<file path="src/rtl/uart_cmd_pkg.sv">
// Shared types and constants for the UART command/response engine.
// Holds the FSM state encoding plus frame sync, command and status codes.
package uart_cmd_pkg;

  typedef enum logic [2:0] {
    S_IDLE,
    S_CMD,
    S_ADDR,
    S_DATA,
    S_CSUM,
    S_EXEC,
    S_WAITRD,
    S_REPLY
  } state_t;

  localparam logic [7:0] SYNC_REQ    = 8'hA5;
  localparam logic [7:0] SYNC_RSP    = 8'h5A;
  localparam logic [7:0] CMD_WR      = 8'h01;
  localparam logic [7:0] CMD_RD      = 8'h02;
  localparam logic [7:0] ST_OK       = 8'h00;
  localparam logic [7:0] ST_BAD_CSUM = 8'h01;
  localparam logic [7:0] ST_BAD_CMD  = 8'h02;

  function automatic logic [7:0] sum8(input logic [7:0] a, input logic [7:0] b,
                                      input logic [7:0] c);
    return a + b + c;
  endfunction

  function automatic logic [7:0] sat_inc(input logic [7:0] v);
    return (v == 8'hFF) ? v : v + 8'd1;
  endfunction

endpackage

</file>
<file path="src/rtl/uart_cmd_resp.sv">
// UART command/response engine: parses 5-byte request frames from the RX FIFO,
// runs one register-bus access and pushes a 4-byte reply into the TX FIFO.
module uart_cmd_resp
  import uart_cmd_pkg::*;
#(
  parameter int ADDR_WIDTH = 8,
  parameter int TIMEOUT    = 8680
) (
  input  logic                  CLK,
  input  logic                  RST,
  input  logic [7:0]            RX_DOUT,
  input  logic [ADDR_WIDTH-1:0] RX_USEDW,
  output logic                  RX_RDREQ,
  output logic [7:0]            TX_DIN,
  output logic                  TX_WRREQ,
  input  logic [ADDR_WIDTH-1:0] TX_USEDW,
  output logic [7:0]            REG_ADDR,
  output logic [7:0]            REG_WDATA,
  output logic                  REG_WE,
  output logic                  REG_RE,
  input  logic [7:0]            REG_RDATA,
  output logic [7:0]            ERR_CNT,
  output logic                  BUSY
);

  localparam int TW = $clog2(TIMEOUT + 1);
  localparam logic [TW-1:0] TMO_LAST = TW'(TIMEOUT - 1);
  localparam logic [ADDR_WIDTH-1:0] TX_FULL = '1;

  state_t          state_q, state_d;
  logic            rd_req_q, rd_req_d;
  logic            rd_vld_q, rd_vld_d;
  logic [TW-1:0]   tmo_q, tmo_d;
  logic [7:0]      cmd_q, cmd_d;
  logic [7:0]      addr_q, addr_d;
  logic [7:0]      data_q, data_d;
  logic [7:0]      csum_q, csum_d;
  logic [7:0]      status_q, status_d;
  logic [7:0]      rdata_q, rdata_d;
  logic [1:0]      idx_q, idx_d;
  logic            reg_we_q, reg_we_d;
  logic            reg_re_q, reg_re_d;
  logic [7:0]      reg_addr_q, reg_addr_d;
  logic [7:0]      reg_wdata_q, reg_wdata_d;
  logic [7:0]      err_q, err_d;

  logic            fetch_st;
  logic            in_frame;
  logic            tx_wrreq;
  logic [7:0]      tx_din;

  always_comb begin
    state_d     = state_q;
    rd_req_d    = 1'b0;
    rd_vld_d    = rd_req_q;
    tmo_d       = tmo_q;
    cmd_d       = cmd_q;
    addr_d      = addr_q;
    data_d      = data_q;
    csum_d      = csum_q;
    status_d    = status_q;
    rdata_d     = rdata_q;
    idx_d       = idx_q;
    reg_we_d    = 1'b0;
    reg_re_d    = 1'b0;
    reg_addr_d  = reg_addr_q;
    reg_wdata_d = reg_wdata_q;
    err_d       = err_q;
    tx_wrreq    = 1'b0;
    tx_din      = 8'h00;

    fetch_st = (state_q == S_IDLE) || (state_q == S_CMD) || (state_q == S_ADDR) ||
               (state_q == S_DATA) || (state_q == S_CSUM);
    in_frame = fetch_st && (state_q != S_IDLE);

    // One pop in flight at a time: request, wait for data, consume, repeat.
    if (fetch_st && !rd_req_q && !rd_vld_q && (RX_USEDW != '0)) begin
      rd_req_d = 1'b1;
    end

    if (!in_frame || rd_req_d) begin
      tmo_d = '0;
    end else begin
      tmo_d = tmo_q + 1'b1;
    end

    case (state_q)
      S_IDLE: begin
        if (rd_vld_q && (RX_DOUT == SYNC_REQ)) begin
          state_d = S_CMD;
        end
      end

      S_CMD, S_ADDR, S_DATA, S_CSUM: begin
        if (rd_vld_q) begin
          case (state_q)
            S_CMD:   begin cmd_d  = RX_DOUT; state_d = S_ADDR; end
            S_ADDR:  begin addr_d = RX_DOUT; state_d = S_DATA; end
            S_DATA:  begin data_d = RX_DOUT; state_d = S_CSUM; end
            default: begin csum_d = RX_DOUT; state_d = S_EXEC; end
          endcase
        end else if (!rd_req_d && (tmo_q == TMO_LAST)) begin
          state_d = S_IDLE;
          tmo_d   = '0;
          err_d   = sat_inc(err_q);
        end
      end

      S_EXEC: begin
        idx_d = 2'd0;
        if (sum8(cmd_q, addr_q, data_q) != csum_q) begin
          status_d = ST_BAD_CSUM;
          rdata_d  = 8'h00;
          err_d    = sat_inc(err_q);
          state_d  = S_REPLY;
        end else if (cmd_q == CMD_WR) begin
          reg_we_d    = 1'b1;
          reg_addr_d  = addr_q;
          reg_wdata_d = data_q;
          status_d    = ST_OK;
          rdata_d     = data_q;
          state_d     = S_REPLY;
        end else if (cmd_q == CMD_RD) begin
          reg_re_d   = 1'b1;
          reg_addr_d = addr_q;
          state_d    = S_WAITRD;
        end else begin
          status_d = ST_BAD_CMD;
          rdata_d  = 8'h00;
          err_d    = sat_inc(err_q);
          state_d  = S_REPLY;
        end
      end

      S_WAITRD: begin
        // Read data is valid the cycle after the REG_RE pulse.
        if (!reg_re_q) begin
          status_d = ST_OK;
          rdata_d  = REG_RDATA;
          state_d  = S_REPLY;
        end
      end

      S_REPLY: begin
        case (idx_q)
          2'd0:    tx_din = SYNC_RSP;
          2'd1:    tx_din = status_q;
          2'd2:    tx_din = rdata_q;
          default: tx_din = status_q + rdata_q;
        endcase
        if (TX_USEDW != TX_FULL) begin
          tx_wrreq = 1'b1;
          idx_d    = idx_q + 2'd1;
          if (idx_q == 2'd3) begin
            state_d = S_IDLE;
          end
        end
      end

      default: state_d = S_IDLE;
    endcase
  end

  always_ff @(posedge CLK or posedge RST) begin
    if (RST) begin
      state_q     <= S_IDLE;
      rd_req_q    <= 1'b0;
      rd_vld_q    <= 1'b0;
      tmo_q       <= '0;
      cmd_q       <= 8'h00;
      addr_q      <= 8'h00;
      data_q      <= 8'h00;
      csum_q      <= 8'h00;
      status_q    <= 8'h00;
      rdata_q     <= 8'h00;
      idx_q       <= 2'd0;
      reg_we_q    <= 1'b0;
      reg_re_q    <= 1'b0;
      reg_addr_q  <= 8'h00;
      reg_wdata_q <= 8'h00;
      err_q       <= 8'h00;
    end else begin
      state_q     <= state_d;
      rd_req_q    <= rd_req_d;
      rd_vld_q    <= rd_vld_d;
      tmo_q       <= tmo_d;
      cmd_q       <= cmd_d;
      addr_q      <= addr_d;
      data_q      <= data_d;
      csum_q      <= csum_d;
      status_q    <= status_d;
      rdata_q     <= rdata_d;
      idx_q       <= idx_d;
      reg_we_q    <= reg_we_d;
      reg_re_q    <= reg_re_d;
      reg_addr_q  <= reg_addr_d;
      reg_wdata_q <= reg_wdata_d;
      err_q       <= err_d;
    end
  end

  assign RX_RDREQ  = rd_req_q;
  assign TX_WRREQ  = tx_wrreq;
  assign TX_DIN    = tx_din;
  assign REG_WE    = reg_we_q;
  assign REG_RE    = reg_re_q;
  assign REG_ADDR  = reg_addr_q;
  assign REG_WDATA = reg_wdata_q;
  assign ERR_CNT   = err_q;
  assign BUSY      = (state_q != S_IDLE);

endmodule

</file>
<file path="config.mk">
export PLATFORM = sky130hd
export DESIGN_NAME = uart_cmd_resp
export DESIGN_NICKNAME = d
export VERILOG_FILES = /design/src/rtl/uart_cmd_pkg.sv /design/src/rtl/uart_cmd_resp.sv
export SDC_FILE = /design/constraint.sdc
export NUM_CORES = 1
export LEC_CHECK = 0
export ABC_CLOCK_PERIOD_IN_PS = 5700
export CAP_MARGIN = 25
export CELL_PAD_IN_SITES_DETAIL_PLACEMENT = 2
export CELL_PAD_IN_SITES_GLOBAL_PLACEMENT = 2
export CORE_MARGIN = 2
export CORE_UTILIZATION = 39
export CTS_BUF_LIST = sky130_fd_sc_hd__clkbuf_8
export DETAILED_ROUTE_END_ITERATION = 6
export MAX_ROUTING_LAYER = met4
export PLACE_DENSITY_LB_ADDON = 0.1
export SLEW_MARGIN = 20
export SYNTH_ARGS = -nofsm -noshare
export SYNTH_HDL_FRONTEND = slang
export SYNTH_SLANG_ARGS = --single-unit
export TNS_END_PERCENT = 30
</file>
<file path="constraint.sdc">
create_clock -name CLK -period 5.7 [get_ports CLK]
set_input_delay 1.71 -clock CLK [delete_from_list [all_inputs] [get_ports CLK]]
set_output_delay 1.71 -clock CLK [all_outputs]
set_load 0.01 [all_outputs]
</file>
==> impl_metrics.sql, run 1 <==
INSERT INTO impl_metrics (metric_group, metric, value, unit) VALUES
('status', 'outcome', 'finished, final reports clean', ''),
('yosys', 'synth_mux_area_share', '11.4', '%'),
('yosys', 'synthesized_area_fraction_occupied_by_ao_oa_aoi_and_oai_cells', '10.9', '%'),
('grt', 'first_global_vias', '4221', ''),
('worst_hold_path', 'min_path_type', 'reg2reg', ''),
('critical_path', 'worst-endpoint-required', '3.99', 'ns'),
('clock_network', 'post_cts_resize_count', '0', ''),
('yosys', 'synth_top_family_by_area', 'simple AND/OR/NAND/NOR gates', ''),
('final_layout', 'drive_above_1_share', '13.8', '%'),
('clock_network', 'htreeDepth', '3', ''),
('yosys', 'synthesis.nets', '504', ''),
('drt', 'wire_per_inst', '19.5', 'um'),
('timing', 'timing.clock.skew', '0.00714', 'ns'),
('clock_network', 'clk_pin_slew_worst_paths', '0.09', 'ns'),
('drt', 'via_per_inst', '5.43', ''),
('yosys', 'synthSimpleGateAreaFrac', '15.9', '%'),
('critical_path', 'worstRegToRegCells', '9', ''),
('timing', 'setup_viol', '0', ''),
('drt', 'iter_0_drt_violations', '161', ''),
('yosys', 'xor_xnor_portion_of_the_synthesized_cell_area', '6.27', '%'),
('placed_design', 'place_congestion', '0.807', ''),
('floorplan', 'die_area', '13300', 'um2'),
('timing', 'finalHoldViolations', '0', ''),
('timing', 'worst-slew-pin-transition', '0.922', 'ns'),
('timing', 'achievable-frequency', '205', 'MHz'),
('clock_network', 'cts_root_buffer', 'clkbuf_8', ''),
('timing', 'final_period_minus_worst_setup_slack', '4.87', 'ns'),
('final_layout', 'layout.nets', '573', ''),
('floorplan', 'start_util', '40.0', '%'),
('drt', 'drt_pre_antenna_iters', '4', ''),
('placed_design', 'count_of_input_and_output_buffers', '70', ''),
('floorplan', 'floorplan.rows', '40', ''),
('run', 'maxCapViolations', '0', ''),
('clock_network', 'cts_hold_buffers', '0', ''),
('clock_network', 'cts_setup_buffers', '0', ''),
('clock_network', 'numCtsBuffers', '9', ''),
('placed_design', 'hpwlAfterDp', '10.2', 'mm'),
('critical_path', 'criticalPathCategory', 'in2out', ''),
('grt', 'number_of_antenna_violations_at_the_first_check_in_global_routing', '0', ''),
('critical_path', 'critical_path.endpoint_type', 'output port', ''),
('drt', 'ant_nets', '0', ''),
('drt', 'top_layer_used', 'met4', ''),
('yosys', 'synth-async-reset-ratio', '100', '%'),
('clock_network', 'clock_sinks', '89', ''),
('drt', 'detail_route.wirelength', '13.5', 'mm'),
('grt', 'grt_max_degree', '47', ''),
('power', 'power.ir.vdd_worst', '0.429', 'mV'),
('final_layout', 'num_antenna_cells', '0', ''),
('yosys', 'synth.avg_cell_area', '10.8', 'um2'),
('power', 'power.leakage', '2.43', 'nW'),
('worst_hold_path', 'holdPathStages', '0', ''),
('clock_network', 'clock_insertion_delay_worst_skew', '0.38', 'ns'),
('drt', 'post-route-drc-count', '0', ''),
('drt', 'wl_met1', '5.83', 'mm'),
('yosys', 'synth_enable_flop_cells', '0', ''),
('yosys', 'synth-adder-area-share', '7.36', '%'),
('power', 'powerDensity', '571', 'nW/um2'),
('yosys', 'synthesis.area', '4830', 'um2'),
('critical_path', 'critical_path.reg2reg.startpoint', 'cmd_q[1]$_DFFE_PP0P_', ''),
('yosys', 'number_of_standard_cells_after_synthesis', '447', ''),
('drt', 'dr_total_vias', '3738', ''),
('yosys', 'ys_warn_count', '0', ''),
('worst_hold_path', 'hold_path_end', 'rd_vld_q$_DFF_PP0_', ''),
('grt', 'global_route_wire_length_before_repair', '22.3', 'mm'),
('yosys', 'ys_ff_latch', '89', ''),
('drt', 'wl_met3', '285', 'um'),
('timing', 'max_slew_margin', '38.3', '%'),
('clock_network', 'tritoncts_clock_tree', 'yes', ''),
('timing', 'max_slew_violation_count', '0', ''),
('placed_design', 'dpl_cell_area', '5700', 'um2'),
('final_layout', 'flow.area_growth_from_synthesis', '22.8', '%');
==> sequential cells by signal, indices dropped and copies added (netlist names) <==
name,count
ERR_CNT,8
REG_ADDR,8
REG_RE,1
REG_WDATA,8
REG_WE,1
RX_RDREQ,1
addr_q,8
cmd_q,8
csum_q,8
data_q,8
idx_q,2
rd_vld_q,1
rdata_q,8
state_q,3
status_q,2
tmo_q,14
==> Yosys cell counts (all sizes together), types with 6 or more instances <==
cell,count,share of area [%]
a21oi,14,1.5
nand3,22,2.3
nor2,56,4.4
ha,14,3.6
xnor2,19,3.4
clkbuf,10,0.78
fa,9,3.7
nand2,19,1.5
o32a,8,1.7
inv,12,0.93
nor4,6,1.1
nor3,12,1.2
xor2,13,2.4
and3,11,1.4
mux2,48,11
dfrtp,89,46
o21ai,15,1.6
==> worst max path at each step <==
stage / start / end / slack (ns)
floorplan: RST / ERR_CNT[0]$_DFFE_PP0P_ / 1.68
global placement: TX_USEDW[7] / TX_WRREQ / 0.89
detailed placement: TX_USEDW[5] / TX_WRREQ / 0.81
CTS: TX_USEDW[5] / TX_WRREQ / 0.81
global route: TX_USEDW[3] / TX_WRREQ / 0.75
finish: TX_USEDW[5] / TX_WRREQ / 0.83
==> where the power goes <==
part / switching [W] / total, W / internal [W]
Combinational: 0.000987 / 0.00179 / 0.000801
Sequential: 0.000275 / 0.00110 / 0.000829
Clock: 0.000246 / 0.000491 / 0.000246
==> critical path, cell delays in order <==
cell and delay, ns:
clkdlybuf4s50_1 0.41, nand4_1 0.12, nor2_1 0.06, nor2_1 0.25, clkdlybuf4s50_1 0.60
==> routing by layer <==
metal / up-vias / GRT usage (%)
met5: - / -
met4: 0 / 7.07
met3: 20 / 3.06
met2: 51 / 39.3
met1: 1932 / 27.1
li1: 1735 / -
==> area by class of cell <==
class	instances	area, um2
well taps	168	210
repair buffers	72	716
clock buffers	9	124
fillers	1265	6130
flip-flops and latches	89	2230
clock inverters	7	95.1
inverters	12	46.3
multi-input cells	332	2510
==> layout by cell type (no fill, tap or decap), types with 3 or more instances in the layout <==
cell type	n
clkinvlp_4	4
o32a_1	8
xnor2_1	19
o21ai_0	14
ha_1	14
a211o_1	3
nand3_1	22
a31oi_1	3
and3_1	11
nor4_1	5
nor3_1	12
nand4_1	4
nand2_1	19
nor2b_1	4
clkdlybuf4s50_1	70
mux2_2	48
and2_1	5
dfrtp_1	89
o21a_1	3
nor2_1	55
fa_1	9
xor2_1	13
inv_1	11
a21oi_1	14
clkbuf_8	9
a41oi_1	3
nand2b_1	5
o211ai_1	4
==> kinds of logic (layout without fill, tap and decap cells) <==
| family | count (synthesis) | after routing |
|---|---|---|
| buf+inv | 26 | 100 |
| fa+ha+maj | 23 | 23 |
| simple gates | 154 | 154 |
| mux | 49 | 49 |
| xor+xnor | 33 | 33 |
| compound gates | 73 | 73 |
| flops | 89 | 89 |
==> per-stage QoR <==
stage | hold slack (ns) | std cells | util (%)
after floorplan | 0.436 | 447 | -
after global placement | 0.407 | 673 | 47.3
after detailed placement | 0.408 | 673 | 47.3
after CTS | 0.437 | 689 | 49.1
after global routing | 0.450 | 689 | 49.1
final | 0.433 | 689 | 49.1
(Power assumes the default switching activity.)
==> run 2, diff against run 1 <==
CORE_UTILIZATION = 35   (was 39)
CTS_BUF_LIST = not set   (was sky130_fd_sc_hd__clkbuf_8)
GPL_TIMING_DRIVEN = 0   (was not set)
==> run 2 against run 1 <==
  * Non-clock buffer count grew 13
  * First-iteration DRC count shrank 3.7%
  * Sequential share of layout area shrank 0.95 points
  * Final area grew 2.6%
  * Utilization shrank 3.6 points
  * Critical path type unchanged
  * Highest routed layer unchanged
==> impl_metrics.sql, run 2 (synthesized netlist as in run 1, its figures left out) <==
INSERT INTO impl_metrics (metric_group, metric, value, unit) VALUES
('status', 'outcome', 'finished, final reports clean', ''),
('timing', 'max_slew_violation_count', '0', ''),
('clock_network', 'cts_setup_buffers', '0', ''),
('worst_hold_path', 'hold_path_end', 'rd_vld_q$_DFF_PP0_', ''),
('floorplan', 'start_util', '36.2', '%'),
('power', 'power_frac_comb', '53.0', '%'),
('power', 'power.leakage', '2.50', 'nW'),
('drt', 'wl_met2', '7.39', 'mm'),
('floorplan', 'die_area', '14700', 'um2'),
('critical_path', 'crit_arrival', '3.14', 'ns'),
('drt', 'iter_0_drt_violations', '155', ''),
('timing', 'period_share', '85.2', '%'),
('power', 'p_seq_share', '30.1', '%'),
('drt', 'via_per_inst', '5.41', ''),
('critical_path', 'startpoint_type', 'primary input', ''),
('grt', 'global_route_wire_length_before_repair', '23.4', 'mm'),
('power', 'p_int', '0.00200', 'W'),
('drt', 'wire_per_inst', '20.0', 'um'),
('timing', 'worst-slew-pin-transition', '0.995', 'ns'),
('grt', 'grt_max_degree', '68', ''),
('floorplan', 'floorplan.rows', '42', ''),
('critical_path', 'r2r_end', 'REG_WDATA[1]$_DFFE_PP0P_', ''),
('final_layout', 'num_antenna_cells', '0', ''),
('worst_hold_path', 'holdPathStages', '0', ''),
('timing', 'achievable-frequency', '206', 'MHz'),
('timing', 'setup_repair_after_global_routing_missed_its_margin', 'no', ''),
('clock_network', 'cts_hold_buffers', '0', ''),
('final_layout', 'layout.area.seq', '2230', 'um2'),
('power', 'powerDensity', '587', 'nW/um2'),
('timing', 'finalHoldViolations', '0', ''),
('critical_path', 'worst-endpoint-required', '3.99', 'ns'),
('final_layout', 'layout.nets', '586', ''),
('placed_design', 'count_of_input_and_output_buffers', '70', ''),
('run', 'maxCapViolations', '0', ''),
('timing', 'setup_viol', '0', ''),
('drt', 'dr_total_vias', '3838', ''),
('floorplan', 'chipWidth', '121', 'um'),
('final_layout', 'mostFrequentLayoutCells', 'dfrtp_1, clkdlybuf4s50_1, nor2_1', ''),
('clock_network', 'cts_root_buffer', 'clkbuf_16', ''),
('final_layout', 'finish.cell_count_without_fillers', '710', ''),
('grt', 'grt_usage', '21.2', '%'),
('final_layout', 'layout.cells.most_common', 'dfrtp_1', ''),
('drt', 'wl_met1', '6.24', 'mm'),
('final_layout', 'fillerInstances', '1396', ''),
('critical_path', 'crit_fanout', '4', ''),
('clock_network', 'clock_sinks', '89', ''),
('final_layout', 'flow.area_growth_from_synthesis', '26.0', '%'),
('drt', 'post-route-drc-count', '0', ''),
('critical_path', 'worstRegToRegCells', '9', ''),
('floorplan', 'vertical_die_dimension', '121', 'um'),
('final_layout', 'drive_above_1_share', '13.9', '%'),
('placed_design', 'post-place-cells', '694', ''),
('timing', 'fin_hold_ws', '0.428', 'ns'),
('timing', 'timing.clock.skew', '0.00891', 'ns'),
('clock_network', 'clock_path_buffers', '2', ''),
('clock_network', 'clk_pin_slew_worst_paths', '0.07', 'ns'),
('grt', 'first_global_vias', '4287', ''),
('drt', 'wl_met3', '335', 'um'),
('power', 'power.switching', '0.00157', 'W'),
('drt', 'ant_nets', '0', ''),
('worst_hold_path', 'min_path_type', 'reg2reg', ''),
('clock_network', 'tritoncts_clock_tree', 'yes', ''),
('floorplan', 'io-pin-count', '71', ''),
('clock_network', 'clock_insertion_delay_worst_skew', '0.36', 'ns'),
('grt', 'grt.overflow.total', '0', ''),
('timing', 'max_slew_margin', '33.4', '%'),
('drt', 'top_layer_used', 'met4', ''),
('critical_path', 'r2r_setup_slack', '1.97', 'ns'),
('critical_path', 'criticalPathCategory', 'in2out', ''),
('floorplan', 'floorplan.core_area', '13300', 'um2'),
('clock_network', 'htreeDepth', '3', ''),
('placed_design', 'hpwlAfterDp', '10.4', 'mm'),
('drt', 'drt_pre_antenna_iters', '4', ''),
('clock_network', 'numCtsBuffers', '9', ''),
('placed_design', 'place_congestion', '0.838', ''),
('power', 'p_sw_share', '44.0', '%'),
('power', 'p_clk_share', '16.9', '%'),
('timing', 'setup_tns', '0', 'ns'),
('timing', 'final_period_minus_worst_setup_slack', '4.85', 'ns'),
('critical_path', 'critical_path.endpoint_type', 'output port', ''),
('drt', 'detail_route.wirelength', '14.2', 'mm'),
('critical_path', 'critical_path.reg2reg.startpoint', 'cmd_q[1]$_DFFE_PP0P_', ''),
('clock_network', 'post_cts_resize_count', '0', ''),
('power', 'power.ir.vdd_worst', '0.329', 'mV'),
('final_layout', 'max_reg_flops', '14', ''),
('worst_hold_path', 'hold_start', 'RX_RDREQ$_DFF_PP0_', ''),
('final_layout', 'multi_input_gate_area_in_the_final_layout', '2500', 'um2'),
('grt', 'number_of_antenna_violations_at_the_first_check_in_global_routing', '0', ''),
('final_layout', 'max_flop_register', 'tmo_q', '');
## run 2: cell count changes in the layout (fill, tap and decap cells not counted), sizes merged
| cell | previous run | this run |
|---|---|---|
| buf | 2 | 5 |
| clkinv | 2 | 4 |
| clkbuf | 9 | 19 |
| inv | 11 | 13 |
| clkinvlp | 4 | 1 |
| bufinv | 2 | 1 |
## run 2: final cells by class
type | count | share of cell area (%)
multi-input cells | 332 | 41.2
flip-flops and latches | 89 | 36.6
repair buffers | 71 | 12.0
clock buffers | 9 | 3.70
well taps | 176 | 3.62
clock inverters | 7 | 1.15
plain buffers | 14 | 0.905
inverters | 12 | 0.823
## run 2: how the worst max path moves through the flow
stage	startpoint	to	slack, ns	cells after the start
6_report	TX_USEDW[7]	TX_WRREQ	0.85	5
5_1_grt	TX_USEDW[1]	TX_WRREQ	0.80	5
4_1_cts	TX_USEDW[1]	TX_WRREQ	0.84	5
3_5_place_dp	TX_USEDW[1]	TX_WRREQ	0.84	5
3_3_place_gp	RST	rdata_q[4]$_DFFE_PP0P_	0.18	2
2_1_floorplan	RST	ERR_CNT[0]$_DFFE_PP0P_	1.68	1
## run 2: routing by layer
metal	vias up	track usage (%)
li1	1774	-
met1	1993	25.5
met2	53	37.0
met3	18	2.96
met4	0	6.61
met5	-	-
## run 2: critical path, cell delays in order
cell	delay, ns
clkdlybuf4s50_1	0.40
nand4_1	0.11
nor2_1	0.06
nor2_1	0.25
clkdlybuf4s50_1	0.61
## run 2: per-stage QoR
step	cell area (um2)	power (W)	util (%)	setup WS (ns)
final	6080	0.00357	45.6	0.846
after global placement	5750	0.00280	43.1	0.180
after global routing	6080	0.00383	45.6	0.802
after CTS	6080	0.00361	45.6	0.840
after floorplan	4830	0.00236	-	1.68
after detailed placement	5790	0.00293	43.3	0.836
## run 2: power groups by stage
stage | combinational (W) | clock, W | sequential, W
after global placement | 0.00172 | 0 | 0.00107
after detailed placement | 0.00185 | 0 | 0.00109
after floorplan | 0.00135 | 0 | 0.00101
after CTS | 0.00191 | 0.000620 | 0.00108
final | 0.00189 | 0.000604 | 0.00107
after global routing | 0.00208 | 0.000644 | 0.00111
